[src/rtl/disp_pkg.sv]
// Shared definitions for the multiplexed seven-segment display drivers:
// default dark pattern, digit-enable polarity and width helpers.
package disp_pkg;

    localparam logic [7:0]  SEG_OFF_DEF = 8'hFF;
    localparam int unsigned EN_MAX      = 64;

    typedef enum logic {
        EN_POL_HIGH = 1'b0,
        EN_POL_LOW  = 1'b1
    } en_pol_e;

    // Counter width for n states; never below one bit so 1-entry counters stay legal.
    function automatic int unsigned clog2_min1(input int unsigned n);
        int unsigned w;
        w = 0;
        for (int unsigned i = 0; i < 32; i++) begin
            if ((64'd1 << i) < 64'(n)) begin
                w = i + 1;
            end
        end
        return (w == 0) ? 1 : w;
    endfunction

    // One-hot enable for digit idx (or none when on=0), in the requested polarity.
    function automatic logic [EN_MAX-1:0] en_vec(input int unsigned idx,
                                                 input logic        on,
                                                 input en_pol_e     pol);
        logic [EN_MAX-1:0] v;
        v = '0;
        for (int unsigned i = 0; i < EN_MAX; i++) begin
            v[i] = on && (i == idx);
        end
        return (pol == EN_POL_LOW) ? ~v : v;
    endfunction

endpackage

[src/rtl/disp_pwm.sv]
// Brightness PWM: free-running counter with period 2^DIM_W-1, restartable per slot,
// compared against the duty code (all-ones = always on, zero = always off).
module disp_pwm
    import disp_pkg::*;
#(
    parameter int unsigned DIM_W = 4
) (
    input  logic             clk,
    input  logic             rst,
    input  logic             clr,
    input  logic [DIM_W-1:0] duty,
    output logic             on
);

    localparam logic [DIM_W-1:0] CNT_LAST = DIM_W'((1 << DIM_W) - 2);

    logic [DIM_W-1:0] pwm_cnt_q;
    logic [DIM_W-1:0] pwm_cnt_d;

    always_comb begin
        pwm_cnt_d = pwm_cnt_q + 1'b1;
        if (clr || (pwm_cnt_q == CNT_LAST)) begin
            pwm_cnt_d = '0;
        end
    end

    always_ff @(posedge clk or negedge rst) begin
        if (!rst) begin
            pwm_cnt_q <= '0;
        end else begin
            pwm_cnt_q <= pwm_cnt_d;
        end
    end

    assign on = (pwm_cnt_q < duty);

endmodule

[src/rtl/disp_mux_n.sv]
// N-digit time-multiplexed seven-segment driver with dead time, PWM dimming,
// per-digit blanking and frame-latched inputs.
module disp_mux_n
    import disp_pkg::*;
#(
    parameter int unsigned      NUM_DIGITS = 3,
    parameter int unsigned      SEG_W      = 8,
    parameter int unsigned      SLOT_CYC   = 32768,
    parameter int unsigned      DEAD_CYC   = 16,
    parameter int unsigned      DIM_W      = 4,
    parameter bit               EN_ACT_LOW = 1'b1,
    parameter logic [SEG_W-1:0] SEG_OFF    = SEG_W'(SEG_OFF_DEF)
) (
    input  logic                        clk,
    input  logic                        rst,
    input  logic [NUM_DIGITS*SEG_W-1:0] digits_in,
    input  logic [NUM_DIGITS-1:0]       blank_in,
    input  logic [DIM_W-1:0]            bright,
    output logic [SEG_W-1:0]            sseg,
    output logic [NUM_DIGITS-1:0]       en,
    output logic                        frame_tick
);

    localparam int unsigned SCW = clog2_min1(SLOT_CYC);
    localparam int unsigned DGW = clog2_min1(NUM_DIGITS);

    localparam logic [SCW-1:0] SLOT_LAST  = SCW'(SLOT_CYC - 1);
    localparam logic [SCW-1:0] DEAD_START = SCW'(DEAD_CYC);
    localparam logic [DGW-1:0] DIG_LAST   = DGW'(NUM_DIGITS - 1);
    localparam en_pol_e        EN_POL     = EN_ACT_LOW ? EN_POL_LOW : EN_POL_HIGH;
    localparam logic [NUM_DIGITS-1:0] EN_IDLE = NUM_DIGITS'(en_vec(0, 1'b0, EN_POL));

    logic [SCW-1:0]        slot_q, slot_d;
    logic [DGW-1:0]        dig_q, dig_d;
    logic [SEG_W-1:0]      pat_sh_q [NUM_DIGITS];
    logic [SEG_W-1:0]      pat_sh_d [NUM_DIGITS];
    logic [NUM_DIGITS-1:0] blank_sh_q, blank_sh_d;
    logic [DIM_W-1:0]      bright_sh_q, bright_sh_d;
    logic [SEG_W-1:0]      sseg_q, sseg_d;
    logic [NUM_DIGITS-1:0] en_q, en_d;
    logic                  ft_q, ft_d;

    logic slot_wrap;
    logic frame_start;
    logic pwm_on;
    logic lit;

    disp_pwm #(
        .DIM_W (DIM_W)
    ) u_pwm (
        .clk  (clk),
        .rst  (rst),
        .clr  (slot_wrap),
        .duty (bright_sh_q),
        .on   (pwm_on)
    );

    always_comb begin
        slot_wrap   = (slot_q == SLOT_LAST);
        frame_start = (slot_q == '0) && (dig_q == '0);

        slot_d = slot_wrap ? '0 : slot_q + 1'b1;
        dig_d  = dig_q;
        if (slot_wrap) begin
            dig_d = (dig_q == DIG_LAST) ? '0 : dig_q + 1'b1;
        end

        // Shadows only move at the first cycle of a frame so a half-updated
        // display word never reaches the pads.
        pat_sh_d    = pat_sh_q;
        blank_sh_d  = blank_sh_q;
        bright_sh_d = bright_sh_q;
        if (frame_start) begin
            for (int unsigned i = 0; i < NUM_DIGITS; i++) begin
                pat_sh_d[i] = digits_in[i*SEG_W +: SEG_W];
            end
            blank_sh_d  = blank_in;
            bright_sh_d = bright;
        end

        lit    = (slot_q >= DEAD_START) && !blank_sh_q[dig_q] && pwm_on;
        sseg_d = lit ? pat_sh_q[dig_q] : SEG_OFF;
        en_d   = NUM_DIGITS'(en_vec(32'(dig_q), lit, EN_POL));
        ft_d   = slot_wrap && (dig_q == DIG_LAST);
    end

    always_ff @(posedge clk or negedge rst) begin
        if (!rst) begin
            slot_q      <= '0;
            dig_q       <= '0;
            blank_sh_q  <= '1;
            bright_sh_q <= '0;
            sseg_q      <= SEG_OFF;
            en_q        <= EN_IDLE;
            ft_q        <= 1'b0;
            for (int unsigned i = 0; i < NUM_DIGITS; i++) begin
                pat_sh_q[i] <= SEG_OFF;
            end
        end else begin
            slot_q      <= slot_d;
            dig_q       <= dig_d;
            blank_sh_q  <= blank_sh_d;
            bright_sh_q <= bright_sh_d;
            sseg_q      <= sseg_d;
            en_q        <= en_d;
            ft_q        <= ft_d;
            for (int unsigned i = 0; i < NUM_DIGITS; i++) begin
                pat_sh_q[i] <= pat_sh_d[i];
            end
        end
    end

    assign sseg       = sseg_q;
    assign en         = en_q;
    assign frame_tick = ft_q;

endmodule
[config.mk]
export PLATFORM = sky130hd
export DESIGN_NAME = disp_mux_n
export DESIGN_NICKNAME = d
export VERILOG_FILES = /design/src/rtl/disp_pkg.sv /design/src/rtl/disp_pwm.sv /design/src/rtl/disp_mux_n.sv
export SDC_FILE = /design/constraint.sdc
export NUM_CORES = 1
export LEC_CHECK = 0
export ABC_AREA = 1
export CORE_ASPECT_RATIO = 0.7
export CORE_MARGIN = 10
export CORE_UTILIZATION = 49
export DETAILED_ROUTE_END_ITERATION = 10
export PLACE_DENSITY = 0.72
export REMOVE_ABC_BUFFERS = 1
export SYNTH_ARGS = -nofsm -noshare
export SYNTH_HDL_FRONTEND = slang
export SYNTH_SLANG_ARGS = --single-unit
[constraint.sdc]
create_clock -name clk -period 1.45 [get_ports clk]
set_input_delay 0.29 -clock clk [delete_from_list [all_inputs] [get_ports clk]]
set_output_delay 0.29 -clock clk [all_outputs]
set_load 0.005 [all_outputs]
==> out/metrics.csv <==
metric,value,unit
fin_crit,1.41,ns
path_class,register to output pin,
synth_top_family_by_area,simple AND/OR/NAND/NOR gates,
relSlewSlack,76.8,%
grt_use_total,13.9,%
ys_warn_count,0,
post-route-util,63.3,%
crit_path_end,sseg[3],
syn_area,3160,um2
slew_viol_final,0,
rows,24,
syn_avg_cell_area,9.01,um2
worst-path-max-fanout,1,
crit_chain,dlygate4sd2_1,
num_vias,2368,
synthMuxAreaShare,0,%
cts_tree,done,
synthTopCellsByCount,"nand2_1, inv_1, dfstp_2, nor2_1, o21ai_2",
path_depth,1,
gp_congestion,0.825,
cts-root-buf,clkbuf_8,
hold_ws,0.448,ns
postSynthCellCount,351,
io_pins,45,
finalClockSkew,0.00807,ns
critPathBufInv,1,
synth-main-ff-cell,dfstp_2,
antenna_cells,0,
p_per_area,883,nW/um2
status,completed,
rsz0062_at_grt,yes,
crit_start,sseg[3],
yosysSeqAreaShare,52.2,%
synth_top_area_share,31.6,%
total_power,3.49,mW
drt-pass1-iter-count,4,
yosysTopAreaCell,dfstp_2,
r2r_cells,7,
synthArstFlopShare,100,%
start_util,50.6,%
rrSetupSlack,0.08,ns
clock-sinks,64,
route.detailed.drc,0,
finalNetCount,454,
dpl.cell_count,477,
die_h,87.2,um
r2r-end,bright_sh_q[2],
p_leak,1.92,nW
antenna_found_initial,0,
yosys-top-cells-area,"dfstp_2, dfrtp_1, nand2_1",
min_path_type,input pin to register,
clock.fmax,710,MHz
cp.required,1.16,ns
overflow,0,
tightest_slew,0.349,ns
clkLatencyLatePin,0.35,ns
setup_viol,0,
crit_arrival,1.12,ns
grt_pass1_vias,2416,
htree_levels,3,
timing.rr.start,slot_q[8],
core,6250,um2
synth_fa_ha_area_share,2.77,%
yosys.area_share.simple,21.5,%
ant_nets,0,
cts_buffer_depth,2,
cp_slowest_cell,dfstp_2,
die-width,116,um
synth_edf_count,0,
final_cells,497,
dp_hpwl,4610,um
max-vdd-ir-drop,0.000471,V
dp_slack,-0.0232,ns
numCtsBuffers,9,
drt_wl_total,6600,um
dieArea,10100,um2
max_cap_viol_count,0,
synth_compound_area_share,11.4,%
fillers,561,
io_buffers,44,
drive_above_1_share,29.8,%
clkTransAtPathRegs,0.07,ns
ys_types,28,
crit_family,flip-flops,
slowest_delay,0.53,ns
crit_path_end_kind,output pin,
synth-xor-area-share,2.49,%
drt_iter0_drc,139,
yosysMostFrequentCell,nand2_1,
start_kind,register,
worst_slack,0.0422,ns
grt_first_pass_wirelength,11000,um
ys_ff_latch,64,
hold_viol_final,0,
via_per_inst,4.76,
grt_max_degree,65,
wl_per_cell,13.3,um
final.period_utilization,97.1,%
syn_to_final_growth,25.0,%
-- worst register-to-register path, delay by kind of cell, from the launching register on --
family,cells,cell delay (ns)
and+or+nand+nor,5,0.58
DFF,1,0.45
buffers and inverters,1,0.19
AOI/OAI and AO/OA,1,0.05
-- report_power, final --
group / switching, mW / internal, mW / total, mW
clock network: 0.674 / 0.612 / 1.29
registers: 0.0283 / 1.89 / 1.91
logic: 0.137 / 0.153 / 0.290
total: 0.839 / 2.65 / 3.49
-- routing by layer --
| layer | wire length [um] | track usage [%] | up-vias |
|---|---|---|---|
| li1 | - | - | 1203 |
| met2 | 3080 | 21.8 | 49 |
| met5 | 0 | 0 | - |
| met3 | 372 | 5.10 | 8 |
| met1 | 3070 | 17.0 | 1108 |
| met4 | 73 | 5.66 | 0 |
-- cell families (layout without fill, tap and decap cells) --
| family | count (synthesis) | after routing |
|---|---|---|
| DFF | 64 | 64 |
| buffers and inverters | 68 | 136 |
| xor gates and xnor gates | 9 | 9 |
| AOI/OAI and AO/OA | 47 | 47 |
| and+or+nand+nor | 156 | 156 |
| adders and majority gates | 7 | 7 |
-- registers in the layout (all words and copies together) (netlist names) --
register         count
pat_sh_q            24
slot_q              15
sseg                 8
bright_sh_q          4
u_pwm.pwm_cnt_q      4
blank_sh_q           3
en                   3
dig_q                2
frame_tick           1
-- final cells by class --
class | count | area, um2 | area share [%]
clock inverters | 4 | 22.5 | 0.570
inverters | 59 | 228 | 5.76
clock buffers | 12 | 135 | 3.42
repair buffers | 61 | 593 | 15.0
flip-flops and latches | 64 | 1650 | 41.7
multi-input cells | 219 | 1230 | 31.0
well taps | 78 | 97.6 | 2.47
-- cell usage in the layout, fill, tap and decap left out, drive strengths merged, types with 3 or more instances in the layout --
cell / count
buf: 17
clkdlybuf4s50: 31
o21ai: 34
clkinv: 4
dfrtp: 26
ha: 7
dfstp: 38
nand3: 22
dlygate4sd2: 11
a21oi: 10
xnor2: 3
nor2: 38
inv: 57
nand2: 92
xor2: 6
clkbuf: 12
-- worst min-delay path by stage --
stage,start,endpoint,slack (ns),depth (start not counted)
5_1_grt,digits_in[2],pat_sh_q[18],0.45,3
3_5_place_dp,rst,slot_q[10],0.33,2
4_1_cts,digits_in[23],pat_sh_q[7],0.44,3
3_3_place_gp,rst,slot_q[10],0.33,2
2_1_floorplan,rst,bright_sh_q[0],-0.006,0
6_report,digits_in[23],pat_sh_q[7],0.45,3
-- metrics by stage --
stage,cell area [um2],TNS (ns)
after floorplan,3080,-6.01
after global placement,3740,0
after detailed placement,3740,-0.0390
after CTS,3900,0
after global routing,3950,-0.141
final,3950,0
-- timing repair --
action / CTS / global route
resized for setup: 13 / 12
endpoints found under the setup margin: 21 / 45
pin swaps: 0 / 2
hold buffers: 1 / 0
endpoints found under the hold margin: 26 / 0
buffers inserted: 0 / 3
Power figures use the tool's default switching activity.
==> RTL change 1: new RTL, same flow settings <==
Make the reset (`rst`) synchronous in 2 clocked blocks.
--- a/src/rtl/disp_pwm.sv
+++ b/src/rtl/disp_pwm.sv
@@ -24,7 +24,7 @@
         end
     end
 
-    always_ff @(posedge clk or negedge rst) begin
+    always_ff @(posedge clk) begin
         if (!rst) begin
             pwm_cnt_q <= '0;
         end else begin
--- a/src/rtl/disp_mux_n.sv
+++ b/src/rtl/disp_mux_n.sv
@@ -84,7 +84,7 @@
         ft_d   = slot_wrap && (dig_q == DIG_LAST);
     end
 
-    always_ff @(posedge clk or negedge rst) begin
+    always_ff @(posedge clk) begin
         if (!rst) begin
             slot_q      <= '0;
             dig_q       <= '0;
Check against the original RTL: no difference found for any inputs over 10 cycles, from zero or initial values and one cycle with rst low; that may be too few to reach the edited logic, so the function may still have changed.
==> RTL change 1 against the unedited design <==
Setup slack improved by 0.021 ns; routed wire length grew 7.7%; sequential cell count is the same; clock skew down 0.0015 ns; final area down 4.1%; count of clock-buffer cells in the layout did not move; synthesized area down 9.1%.
Power is not compared: it rests on default switching activity, and its combinational part moved more than twofold at a synthesized area within 25%.
==> RTL change 1: results (changes against the unedited design) <==
[status]
outcome = completed  ; unchanged

[hold_path]
hold_path.class = reg2reg  ; was in2reg

[placed_design]
dp_hpwl_um = 4910  ; was 4610 µm
numPortBuffers = 44  ; unchanged
pre_cts_slack_ns = -0.0554  ; was -0.0232 ns
place.gp.congestion = 0.824  ; was 0.825
dpl_cell_area_um2 = 3490  ; was 3740 µm²
place_inst = 498  ; was 477

[yosys]
synth_compound_area_share_pct = 3.53  ; was 11.4%
postSynthCellCount = 375  ; was 351
synth_xor_area_share_pct = 1.83  ; was 2.49%
yosys.area_share.adder_pct = 3.05  ; was 2.77%
seq_area_frac_synth_pct = 44.6  ; was 52.2%
ys_top_cells_by_count = nand2_1, nand3_1, dfxtp_1, nor2_1, inv_1  ; was nand2_1, inv_1, dfstp_2, nor2_1, o21ai_2
muxShareOfSynthArea_pct = 0  ; unchanged
synthDistinctLibCells = 30  ; was 28
synthTopCellsByArea = dfxtp_1, nand3_1, nand2_1  ; was dfstp_2, dfrtp_1, nand2_1
synth_top_flop_cell = dfxtp_1  ; was dfstp_2
ys.warnings.count = 0  ; unchanged
synthArstFlopShare_pct = 0  ; was 100%

[clock_network]
clock_latency_ns = 0.34
path_clk_slew_ns = 0.07  ; about the same
htreeDepth = 3  ; unchanged
cts_made_buffers = 9  ; unchanged
cts_buffer_depth = 2  ; unchanged
cts_root_buffer = clkbuf_8  ; unchanged

[final_layout]
antenna_cells = 0  ; unchanged
drive_gt1_share_pct = 18.6  ; was 29.8%
nets = 477  ; was 454
largest_reg_flops = 24  ; unchanged
num-fill-cells = 484  ; was 561
regMostFlops = pat_sh_q  ; unchanged
register_area_um2 = 1280  ; was 1650 µm²

[route]
routedWlPerCell_um = 13.8  ; was 13.3 µm
vias_per_cell = 5.13  ; was 4.76
via_count = 2646  ; was 2368
drtIter0Drc = 132  ; was 139
drt_first_pass_iters = 4  ; unchanged

[pwr]
max-vdd-ir-drop_mv = 0.602
p_leak_uw = 0.00166

[critical_path]
cpLargestDelayFamily = simple AND/OR/NAND/NOR gates  ; was flip-flops
cp.arrival_ns = 1.61  ; was 1.12 ns
cpMaxStageDelayCell = dfxtp_1  ; was dfstp_2
cp_slowest_stage_delay_ns = 0.36  ; was 0.53 ns
cp_max_fo = 17  ; was 1

[global_route]
grtUsageTotal_pct = 14.7  ; was 13.9%
antenna_found_initial = 0  ; unchanged
grt_pass1_wl_um = 11400  ; was 11000 µm
grt_max_degree = 36  ; was 65
grt_pass1_vias = 2447  ; was 2416

[sta]
maxSlewHeadroom_pct = 82.6  ; was 76.8%
fin_skew_ns = 0.00652  ; was 0.00807 ns

## RTL change 1: cell types whose count changed in the layout (fill, tap and decap cells not counted), moves of 6 or more
| cell | delta |
|---|---|
| dfxtp_1 | +62 |
| nand3_1 | +58 |
| dfstp_2 | -38 |
| inv_1 | -32 |
| o21ai_2 | -31 |
| dfrtp_1 | -25 |
| nor2_2 | +14 |
| nand2_1 | +13 |
| nor2_1 | -9 |
| nand2_2 | -6 |
## RTL change 1: worst paths after layout
kind	slack, ns	from	depth (start not counted)	to
worst max-delay path	0.06	slot_q[9]	7	pat_sh_q[0]
worst min-delay path	0.47	u_pwm.pwm_cnt_q[0]	1	u_pwm.pwm_cnt_q[0]
worst max register to register	0.06	slot_q[9]	7	pat_sh_q[0]
worst min register to register	0.47	u_pwm.pwm_cnt_q[0]	1	u_pwm.pwm_cnt_q[0]
## RTL change 1: area by class of cell
type                       count  area share, %
multi-input combinational    269           37.7
sequential                    64           33.8
timing repair buffer          65           17.8
clock buffer                  12           4.35
inverter                      28           2.77
tap                           75           2.47
clock inverter                 3           1.06
## RTL change 1: power by group
part | switching, µW | total, µW | internal (µW) | leakage [µW]
logic | 345 | 679 | 335 | 0.00102
registers | 69.2 | 1950 | 1880 | 0.000527
clock network | 663 | 1580 | 919 | 0.000108
## RTL change 1: repair_timing
item                       CTS  global route
buffers inserted             0             1
pin swaps                    0             3
cloned                       0             2
resized for setup            9            20
hold buffers                 0             0
setup endpoints to repair    9            59
## RTL change 1: per-layer routing
metal  share of wire [%]  track usage, %
met5                   0               0
met3                 4.7            5.75
met2                  46            22.5
met4                 1.2            5.47
met1                  48            18.2
==> RTL change 2: new RTL, config.mk and constraints unchanged <==
Without the edit above. Change the parameter `EN_ACT_LOW` from 1'b1 to 1'b0.
--- a/src/rtl/disp_mux_n.sv
+++ b/src/rtl/disp_mux_n.sv
@@ -8,7 +8,7 @@
     parameter int unsigned      SLOT_CYC   = 32768,
     parameter int unsigned      DEAD_CYC   = 16,
     parameter int unsigned      DIM_W      = 4,
-    parameter bit               EN_ACT_LOW = 1'b1,
+    parameter bit               EN_ACT_LOW = 1'b0,
     parameter logic [SEG_W-1:0] SEG_OFF    = SEG_W'(SEG_OFF_DEF)
 ) (
     input  logic                        clk,
Function: changed (Yosys sat finds a counterexample within 4 cycles, from zero or initial values and one cycle with rst low).
==> RTL change 2 against the unedited design <==
Synthesized cell count up 1.4%; final area increased by 4.6%; largest cell class unchanged; sequential cell count stayed put; power grew 6.3%; synthesized area is 2.5% lower; global-route usage up 1.2 points; via count rose by 8.7%; critical path type is now reg2reg; setup slack got worse by 0.016 ns; routed wire length up 11%.
==> RTL change 2: results (changes against the unedited design) <==
[yosys]
synthDistinctLibCells = 25  ; was 28
synthArstFlopShare_pct = 100  ; unchanged
seq_area_frac_synth_pct = 53.3  ; was 52.2%
ys_top_cells_by_count = nand2_1, nand3_1, dfstp_2, dfrtp_1, nor2_1  ; was nand2_1, inv_1, dfstp_2, nor2_1, o21ai_2
synthTopCellsByArea = dfstp_2, dfrtp_1, nand2_1  ; unchanged
ys_ff_latch = 64  ; unchanged

[route]
dr_wl_met2_um = 3290  ; was 3080 µm
met3_length_um = 515  ; was 372 µm
drtIter0Drc = 161  ; was 139
wirelength_met1_um = 3410  ; was 3070 µm
vias_per_cell = 4.98  ; was 4.76
routedWlPerCell_um = 14.1  ; was 13.3 µm
drt_first_pass_iters = 4  ; unchanged

[critical_path]
crit_end = en[2]  ; was sseg[3]
cpMaxStageDelayCell = dfrtp_1  ; was dfstp_2
r2r-end = en[2]  ; was bright_sh_q[2]
cp.arrival_ns = 1.66  ; was 1.12 ns
cp_max_fo = 5  ; was 1
critPathLaunch = slot_q[14]  ; was sseg[3]
cp_slowest_stage_delay_ns = 0.42  ; was 0.53 ns
ff2ff_setup_slack_ns = 0.03  ; was 0.08 ns
cpLargestDelayFamily = simple AND/OR/NAND/NOR gates  ; was flip-flops
r2r_cells = 8  ; was 7

[final_layout]
final-nonclk-buf-share_pct = 17.9  ; was 15.0%
largest_reg_flops = 24  ; unchanged
final-clk-cell-share_pct = 4.81  ; was 3.99%
num-fill-cells = 512  ; was 561
nNonClkInverters = 29  ; was 59
drive_gt1_share_pct = 27.1  ; was 29.8%
antenna_cells = 0  ; unchanged
register_area_um2 = 1650  ; about the same
multiInputCombCellCount = 253  ; was 219
multi_input_area_share_pct = 32.3  ; was 31.0%
nets = 474  ; was 454
clkbuf_count = 13  ; was 12
regMostFlops = pat_sh_q  ; unchanged
buffers = 77  ; was 61

[placed_design]
dp_hpwl_um = 5220  ; was 4610 µm
place.gp.congestion = 0.857  ; was 0.825
pre_cts_slack_ns = 0.0112  ; was -0.0232 ns

[global_route]
use_met1_pct = 19.4  ; was 17.0%
grt_pass1_vias = 2627  ; was 2416
grt_pass1_wl_um = 12100  ; was 11000 µm
grtUsageTotal_pct = 15.1  ; was 13.9%
met3_usage_pct = 6.97  ; was 5.10%
use_met2_pct = 22.5  ; was 21.8%

[hold_path]
hold_path.class = reg2reg  ; was in2reg
min_to = pat_sh_q[14]  ; was pat_sh_q[7]
hold_start = pat_sh_q[14]  ; was digits_in[23]
hold_depth = 2  ; was 3

[sta]
maxSlewHeadroom_pct = 77.4  ; was 76.8%
fin_skew_ns = 0.00913  ; was 0.00807 ns
hold_slack_ns = 0.460  ; was 0.448 ns
period_needed_ns = 1.42  ; was 1.41 ns

[status]
outcome = completed  ; unchanged

[clock_network]
cts_root_buffer = clkbuf_8  ; unchanged

[pwr]
p_leak_uw = 0.00202  ; was 0.00192 µW
max-vdd-ir-drop_mv = 0.460  ; was 0.471 mV

## RTL change 2: cell types whose count changed in the layout (fill, tap and decap cells not counted), moves of 4 or more
cell,unedited run,this run
buf_4,12,23
inv_1,54,23
nand2_1,83,121
nand2_2,9,0
nand3_1,20,51
nand3_2,1,5
nor2_1,30,23
nor2_4,1,7
o21ai_2,31,0
## RTL change 2: metrics by stage
| stage | utilization [%] | power (µW) | std cells | setup TNS, ns | cell area [µm²] |
|---|---|---|---|---|---|
| 6_report | 67.2 | 3710 | 517 | 0 | 4140 |
| 5_1_grt | 67.2 | 3880 | 517 | -0.277 | 4140 |
| 3_5_place_dp | 60.1 | 2200 | 488 | 0 | 3700 |
| 3_3_place_gp | 60.1 | 2200 | 488 | 0 | 3700 |
| 4_1_cts | 63.5 | 3740 | 506 | 0 | 3910 |
| 2_1_floorplan | - | 2010 | 346 | -10.16 | 2990 |
## RTL change 2: power by group
part           switching, µW  total [µW]  internal (µW)
sequential              29.4        1910           1880
combinational            122         270            148
clock                    642        1520            883
total                    794        3710           2920
## RTL change 2: what timing repair did
action | in CTS | in global routing
resized for setup | 13 | 37
setup endpoints to repair | 24 | 54
buffers inserted | 1 | 11
pin swaps | 0 | 10
hold buffers | 1 | 0
hold endpoints to repair | 29 | 0
## RTL change 2: kinds of logic (layout without fill, tap and decap cells)
kind of cell | after synthesis | in the layout | share of synthesized area [%]
buf+inv | 39 | 122 | 6.45
simple gates | 224 | 224 | 32.5
xor+xnor | 7 | 7 | 1.99
compound gates | 15 | 15 | 2.88
fa+ha+maj | 7 | 7 | 2.84
flops | 64 | 64 | 53.3
